`config.mk`:
```
export PLATFORM = sky130hd
export DESIGN_NAME = mux_rr_arbiter
export DESIGN_NICKNAME = d
export VERILOG_FILES = /design/src/rtl/mux_rr_arbiter.sv
export SDC_FILE = /design/constraint.sdc
export NUM_CORES = 1
export LEC_CHECK = 0
export CORE_MARGIN = 3
export CORE_UTILIZATION = 46
export DETAILED_ROUTE_END_ITERATION = 6
export PLACE_DENSITY = 0.84
export SETUP_SLACK_MARGIN = 0.3
export SYNTH_ARGS = -nofsm -noshare
export SYNTH_HDL_FRONTEND = slang
export SYNTH_SLANG_ARGS = --single-unit
```
`constraint.sdc`:
```
create_clock -name clk -period 7.85 [get_ports clk]
set_input_delay 1.9625 -clock clk [delete_from_list [all_inputs] [get_ports clk]]
set_output_delay 1.9625 -clock clk [all_outputs]
set_load 0.005 [all_outputs]
```
`src/rtl/mux_rr_arbiter.sv`:
```
// mux_rr_arbiter: round-robin arbiter in front of a shared CHANNELS-to-1 mux.
// It grants one valid/ready requester at a time and captures the granted word
// into a single registered output stage. A grant is held across a multi-word
// packet until the word flagged by in_last is accepted.
//
// Ports:
//   clk, rst_n           clock and asynchronous active-low reset
//   in_bus               packed channel data, channel i at [i*WIDTH +: WIDTH]
//   in_valid, in_last    per-channel request and end-of-packet flag
//   in_ready             per-channel accept, one-hot or zero
//   out_data, out_chan   registered word and its source channel
//   out_last, out_valid  registered end-of-packet flag and word-present flag
//   out_ready            downstream accept
//   sel                  combinational grant index, drives the shared mux select
`timescale 1ns / 1ps

module mux_rr_arbiter #(
    parameter int unsigned WIDTH    = 8,
    parameter int unsigned CHANNELS = 4,
    localparam int unsigned SEL_W   = $clog2(CHANNELS)
) (
    input  logic                      clk,
    input  logic                      rst_n,
    input  logic [CHANNELS*WIDTH-1:0] in_bus,
    input  logic [CHANNELS-1:0]       in_valid,
    input  logic [CHANNELS-1:0]       in_last,
    output logic [CHANNELS-1:0]       in_ready,
    output logic [WIDTH-1:0]          out_data,
    output logic [SEL_W-1:0]          out_chan,
    output logic                      out_last,
    output logic                      out_valid,
    input  logic                      out_ready,
    output logic [SEL_W-1:0]          sel
);

    // One extra bit so ptr + offset cannot overflow before the modulo fold.
    localparam int unsigned CW = SEL_W + 1;

    typedef enum logic {StIdle, StLocked} state_e;

    state_e             r_state, w_state_nxt;
    logic [SEL_W-1:0]   r_ptr, w_ptr_nxt;
    logic [SEL_W-1:0]   r_lock, w_lock_nxt;
    logic [WIDTH-1:0]   r_out_data;
    logic [SEL_W-1:0]   r_out_chan;
    logic               r_out_last;
    logic               r_out_valid;

    logic [CW-1:0]       w_cand;
    logic                w_found;
    logic [SEL_W-1:0]    w_idle_grant;
    logic [SEL_W-1:0]    w_grant;
    logic                w_slot_free;
    logic                w_accept;
    logic                w_grant_last;
    logic [WIDTH-1:0]    w_grant_data;
    logic [CHANNELS-1:0] w_in_ready;

    // Increment modulo CHANNELS (not modulo 2^SEL_W).
    function automatic logic [SEL_W-1:0] f_inc(input logic [SEL_W-1:0] c);
        return (c == SEL_W'(CHANNELS - 1)) ? '0 : c + SEL_W'(1);
    endfunction

    // First requester in order ptr, ptr+1, ... wrapping at CHANNELS.
    always_comb begin
        w_found      = 1'b0;
        w_idle_grant = r_ptr;
        w_cand       = '0;
        for (int i = 0; i < int'(CHANNELS); i++) begin
            w_cand = {1'b0, r_ptr} + CW'(i);
            if (w_cand >= CW'(CHANNELS)) begin
                w_cand = w_cand - CW'(CHANNELS);
            end
            if (!w_found && in_valid[w_cand[SEL_W-1:0]]) begin
                w_found      = 1'b1;
                w_idle_grant = w_cand[SEL_W-1:0];
            end
        end
    end

    assign w_grant      = (r_state == StLocked) ? r_lock : w_idle_grant;
    assign w_slot_free  = !r_out_valid || out_ready;
    // rst_n gating keeps in_ready low while reset is held.
    assign w_accept     = rst_n && w_slot_free && in_valid[w_grant];
    assign w_grant_last = in_last[w_grant];
    assign w_grant_data = in_bus[32'(w_grant) * WIDTH +: WIDTH];

    always_comb begin
        w_in_ready = '0;
        if (w_accept) begin
            w_in_ready[w_grant] = 1'b1;
        end
    end

    always_comb begin
        w_state_nxt = r_state;
        w_ptr_nxt   = r_ptr;
        w_lock_nxt  = r_lock;
        if (w_accept) begin
            unique case (r_state)
                StIdle: begin
                    if (w_grant_last) begin
                        w_ptr_nxt = f_inc(w_grant);
                    end else begin
                        w_lock_nxt  = w_grant;
                        w_state_nxt = StLocked;
                    end
                end
                StLocked: begin
                    if (w_grant_last) begin
                        w_ptr_nxt   = f_inc(r_lock);
                        w_state_nxt = StIdle;
                    end
                end
                default: begin
                    w_state_nxt = StIdle;
                end
            endcase
        end
    end

    always_ff @(posedge clk or negedge rst_n) begin
        if (!rst_n) begin
            r_state <= StIdle;
            r_ptr   <= '0;
            r_lock  <= '0;
        end else begin
            r_state <= w_state_nxt;
            r_ptr   <= w_ptr_nxt;
            r_lock  <= w_lock_nxt;
        end
    end

    // Output stage: reload on accept, empty when free and idle, else hold.
    always_ff @(posedge clk or negedge rst_n) begin
        if (!rst_n) begin
            r_out_data  <= '0;
            r_out_chan  <= '0;
            r_out_last  <= 1'b0;
            r_out_valid <= 1'b0;
        end else if (w_accept) begin
            r_out_data  <= w_grant_data;
            r_out_chan  <= w_grant;
            r_out_last  <= w_grant_last;
            r_out_valid <= 1'b1;
        end else if (w_slot_free) begin
            r_out_valid <= 1'b0;
        end
    end

    assign in_ready  = w_in_ready;
    assign sel       = w_grant;
    assign out_data  = r_out_data;
    assign out_chan  = r_out_chan;
    assign out_last  = r_out_last;
    assign out_valid = r_out_valid;

endmodule
```
==> impl_metrics.csv <==
group,metric,value,unit
run_status,outcome,"completed",
setup_path,cp_slowest_cell,"clkdlybuf4s50_1",
pwr,swShare,42.2,%
yosys,syn_nets,208,
sta,finalClockSkew,11.6,ps
clock_tree,clock_sinks,17,
setup_path,critPathKind,"in -> out",
min_path,worstHoldPathCells,1,
floorplan,io_pins,61,
setup_path,critical_path.top_delay_family,"buffers and inverters",
pwr,power.internal,432,uW
layout,drive_above_1_share,9.22,%
setup_path,critPathArrivalTime,4860,ps
global_routing,overflow,0,
clock_tree,cts_max_level,1,
sta,fin_ws,1030,ps
detailed_routing,drc,0,
pwr,p_per_area,354,nW/um^2
sta,tns,0,ps
detailed_routing,vias_per_cell,5.52,
sta,period_needed,6820,ps
layout,n_antenna_cell,0,
yosys,ys_seq_area_share,28.8,%
sta,finalHoldViolCount,0,
detailed_routing,first_pass_iters,4,
pwr,combPwrFrac,67.7,%
clock_tree,hold_buffers,0,
clock_tree,cts.repair.resized,0,
layout,n_fill_cell,228,
placement,gp_congestion,0.890,
clock_tree,post_cts_buffers,0,
floorplan,start_util,50.9,%
clock_tree,cts_buffers,3,
setup_path,crit_fanout,15,
global_routing,antenna_found_initial,0,
yosys,postSynthAreaPerCell,9.06,um^2
clock_tree,worst_setup_hold_path_clk_slew,110,ps
layout,fin_nets,263,
layout,final_common_cell,"clkdlybuf4s50_1",
sta,setup_viol,0,
pwr,p_leak,0.000941,uW
setup_path,required,5890,ps
sta,rsz0062_at_grt,"false",
sta,finalMaxSlewViolations,0,
layout,most-common-layout-cells,"60 x clkdlybuf4s50_1, 29 x mux2i_1, 17 x dfrtp_1, 14 x nor2_1, 9 x a21oi_1",
yosys,netlist_area,1480,um^2
job,drv_cap,0,
detailed_routing,wire_per_inst,15.0,um
global_routing,grt_start_max_net_pins,20,
clock_tree,cts_max_path_buffers,2,
floorplan,die-area,3930,um^2
sta,min_period_over_period,86.9,%
setup_path,path_depth,9,
layout,ff_latch_area,425,um^2
layout,utilization,72.7,%
setup_path,cpPeakStageDelay,660,ps
pwr,seqPwrFrac,26.1,%
placement,portBuffers,60,
placement,place_ws,1100,ps
setup_path,path_cells,"clkdlybuf4s50_1, or2b_2, a211oi_1, a21oi_1, a311oi_1, a21o_1, buf_4, and2_1, clkdlybuf4s50_1",
sta,fmax,147,MHz
yosys,ys_seq_elements,17,
floorplan,core,2900,um^2
detailed_routing,ant_nets,0,
sta,worstMarginPinSlew,643,ps
yosys,synth.distinct_cells,42,
setup_path,cp_num_buf_inv,3,
layout,syn_to_final_growth,42.9,%
sta,relSlewSlack,57.1,%
clock_tree,cts_tree,"yes",
placement,dp_hpwl,3.08,mm
clock_tree,clock_latency,290,ps
yosys,syn-instance-count,163,
global_routing,grt_pass1_wl,6.50,mm
yosys,yosysWarnings,0,
yosys,yosysTopAreaCell,"dfrtp_1",
floorplan,die_y,62.7,um
detailed_routing,drt-total-wl,3.88,mm
setup_path,cp-start-kind,"input pin",
global_routing,grtUsageTotal,19.9,%
floorplan,fp-row-count,19,
global_routing,grt_pass1_vias,1407,
clock_tree,cts_root_buffer,"clkbuf_4",
min_path,hp-class,"reg -> reg",
setup_path,r2r_cells,7,
layout,multi_input_area,955,um^2
floorplan,die_w,62.7,um
pwr,irDropWorstVdd,0.231,mV
detailed_routing,vias,1430,
sta,whs,512,ps
yosys,synth.area.top_cells,"dfrtp_1 29%, mux2i_1 20%, mux2_2 6.1%, nor2_1 3.6%, a21oi_1 3.1%",
setup_path,crit_top_cell,"clkdlybuf4s50_1",
detailed_routing,drt_iter0_markers,61,
pwr,clockPowerShare,6.2,%
pwr,switching_power,315,uW
setup_path,end_kind,"primary output",
yosys,synth_top_area_share,28.8,%
-- flip-flops by register name (all words and copies together), names as in the netlist --
register   count
out_last       1
out_valid      1
out_data       8
out_chan       2
r_state        1
r_ptr          2
r_lock         2
-- logic make-up (layout without fill, tap and decap cells) --
kind of cell | Yosys count | in the layout | share of synthesized area, %
and+or+nand+nor | 46 | 46 | 16.7
muxes | 40 | 40 | 28.1
AOI/OAI and AO/OA | 36 | 36 | 17.5
buffers and inverters | 21 | 75 | 6.53
DFF | 17 | 17 | 28.8
adders and majority gates | 3 | 3 | 2.37
-- power groups by stage --
stage | combinational, uW | sequential (uW) | clock (uW)
2_1_floorplan | 365 | 163 | 0
3_3_place_gp | 490 | 194 | 0
3_5_place_dp | 503 | 196 | 0
4_1_cts | 507 | 194 | 47.0
5_1_grt | 552 | 205 | 51.5
6_report | 505 | 195 | 45.9
-- layout make-up --
cell class,count,area share (%)
clock buffer,3,1.07
clock inverter,1,0.237
inverter,9,1.60
multi-input combinational,125,45.3
sequential,17,20.2
tap,42,2.49
timing repair buffer,62,29.2
-- worst paths after layout --
check	start	to	slack (ps)
worst min register to register	out_chan[1]	out_chan[1]	510
min in group asynchronous	rst_n	out_chan[0]	1990
worst min-delay path	out_chan[1]	out_chan[1]	510
worst max register to register	r_state	r_lock[1]	4730
max in group asynchronous	rst_n	r_lock[1]	5660
worst max-delay path	in_valid[2]	in_ready[2]	1030
-- per-stage QoR --
| step | area [um^2] | cells | total power, uW |
|---|---|---|---|
| after floorplan | 1480 | 163 | 527 |
| after global placement | 2080 | 255 | 684 |
| after detailed placement | 2080 | 255 | 699 |
| after CTS | 2110 | 259 | 748 |
| after global routing | 2110 | 259 | 808 |
| final | 2110 | 259 | 746 |
-- synthesized netlist by cell type --
master and count:
or3_1 1, maj3_1 1, a311oi_1 2, a21boi_2 1
o21ai_4 1, nor3b_1 1, and2_1 4, o22ai_1 1
mux2i_1 29, o21ai_1 1, mux2_2 8, ha_1 2
nand4b_1 1, a22oi_1 1, inv_2 2, nand3b_4 1
o21bai_1 1, nand2b_1 5, clkbuf_1 3, nor3_1 4
a211oi_1 1, nor2_1 14, o211ai_1 2, o21a_1 1
a211o_1 2, or2b_2 1, nand3_1 1, a21oi_1 9
inv_1 7, o2111ai_1 1, nand2_1 8, nor4_1 1
buf_2 8, mux2_1 3, dfrtp_1 17, a31oi_1 3
a221oi_1 2, o21ai_0 2, nor2b_1 4, a21o_1 4
a221o_1 1, buf_6 1
-- layer usage --
layer | share of wire (%) | GRT usage (%) | vias to the layer above
li1 | - | - | 695
met1 | 42 | 26.3 | 662
met2 | 49 | 32.9 | 67
met3 | 7.6 | 4.86 | 6
met4 | 1.0 | 4.41 | 0
met5 | 0 | 0 | -
No activity file was read; power rests on OpenSTA's default activity.
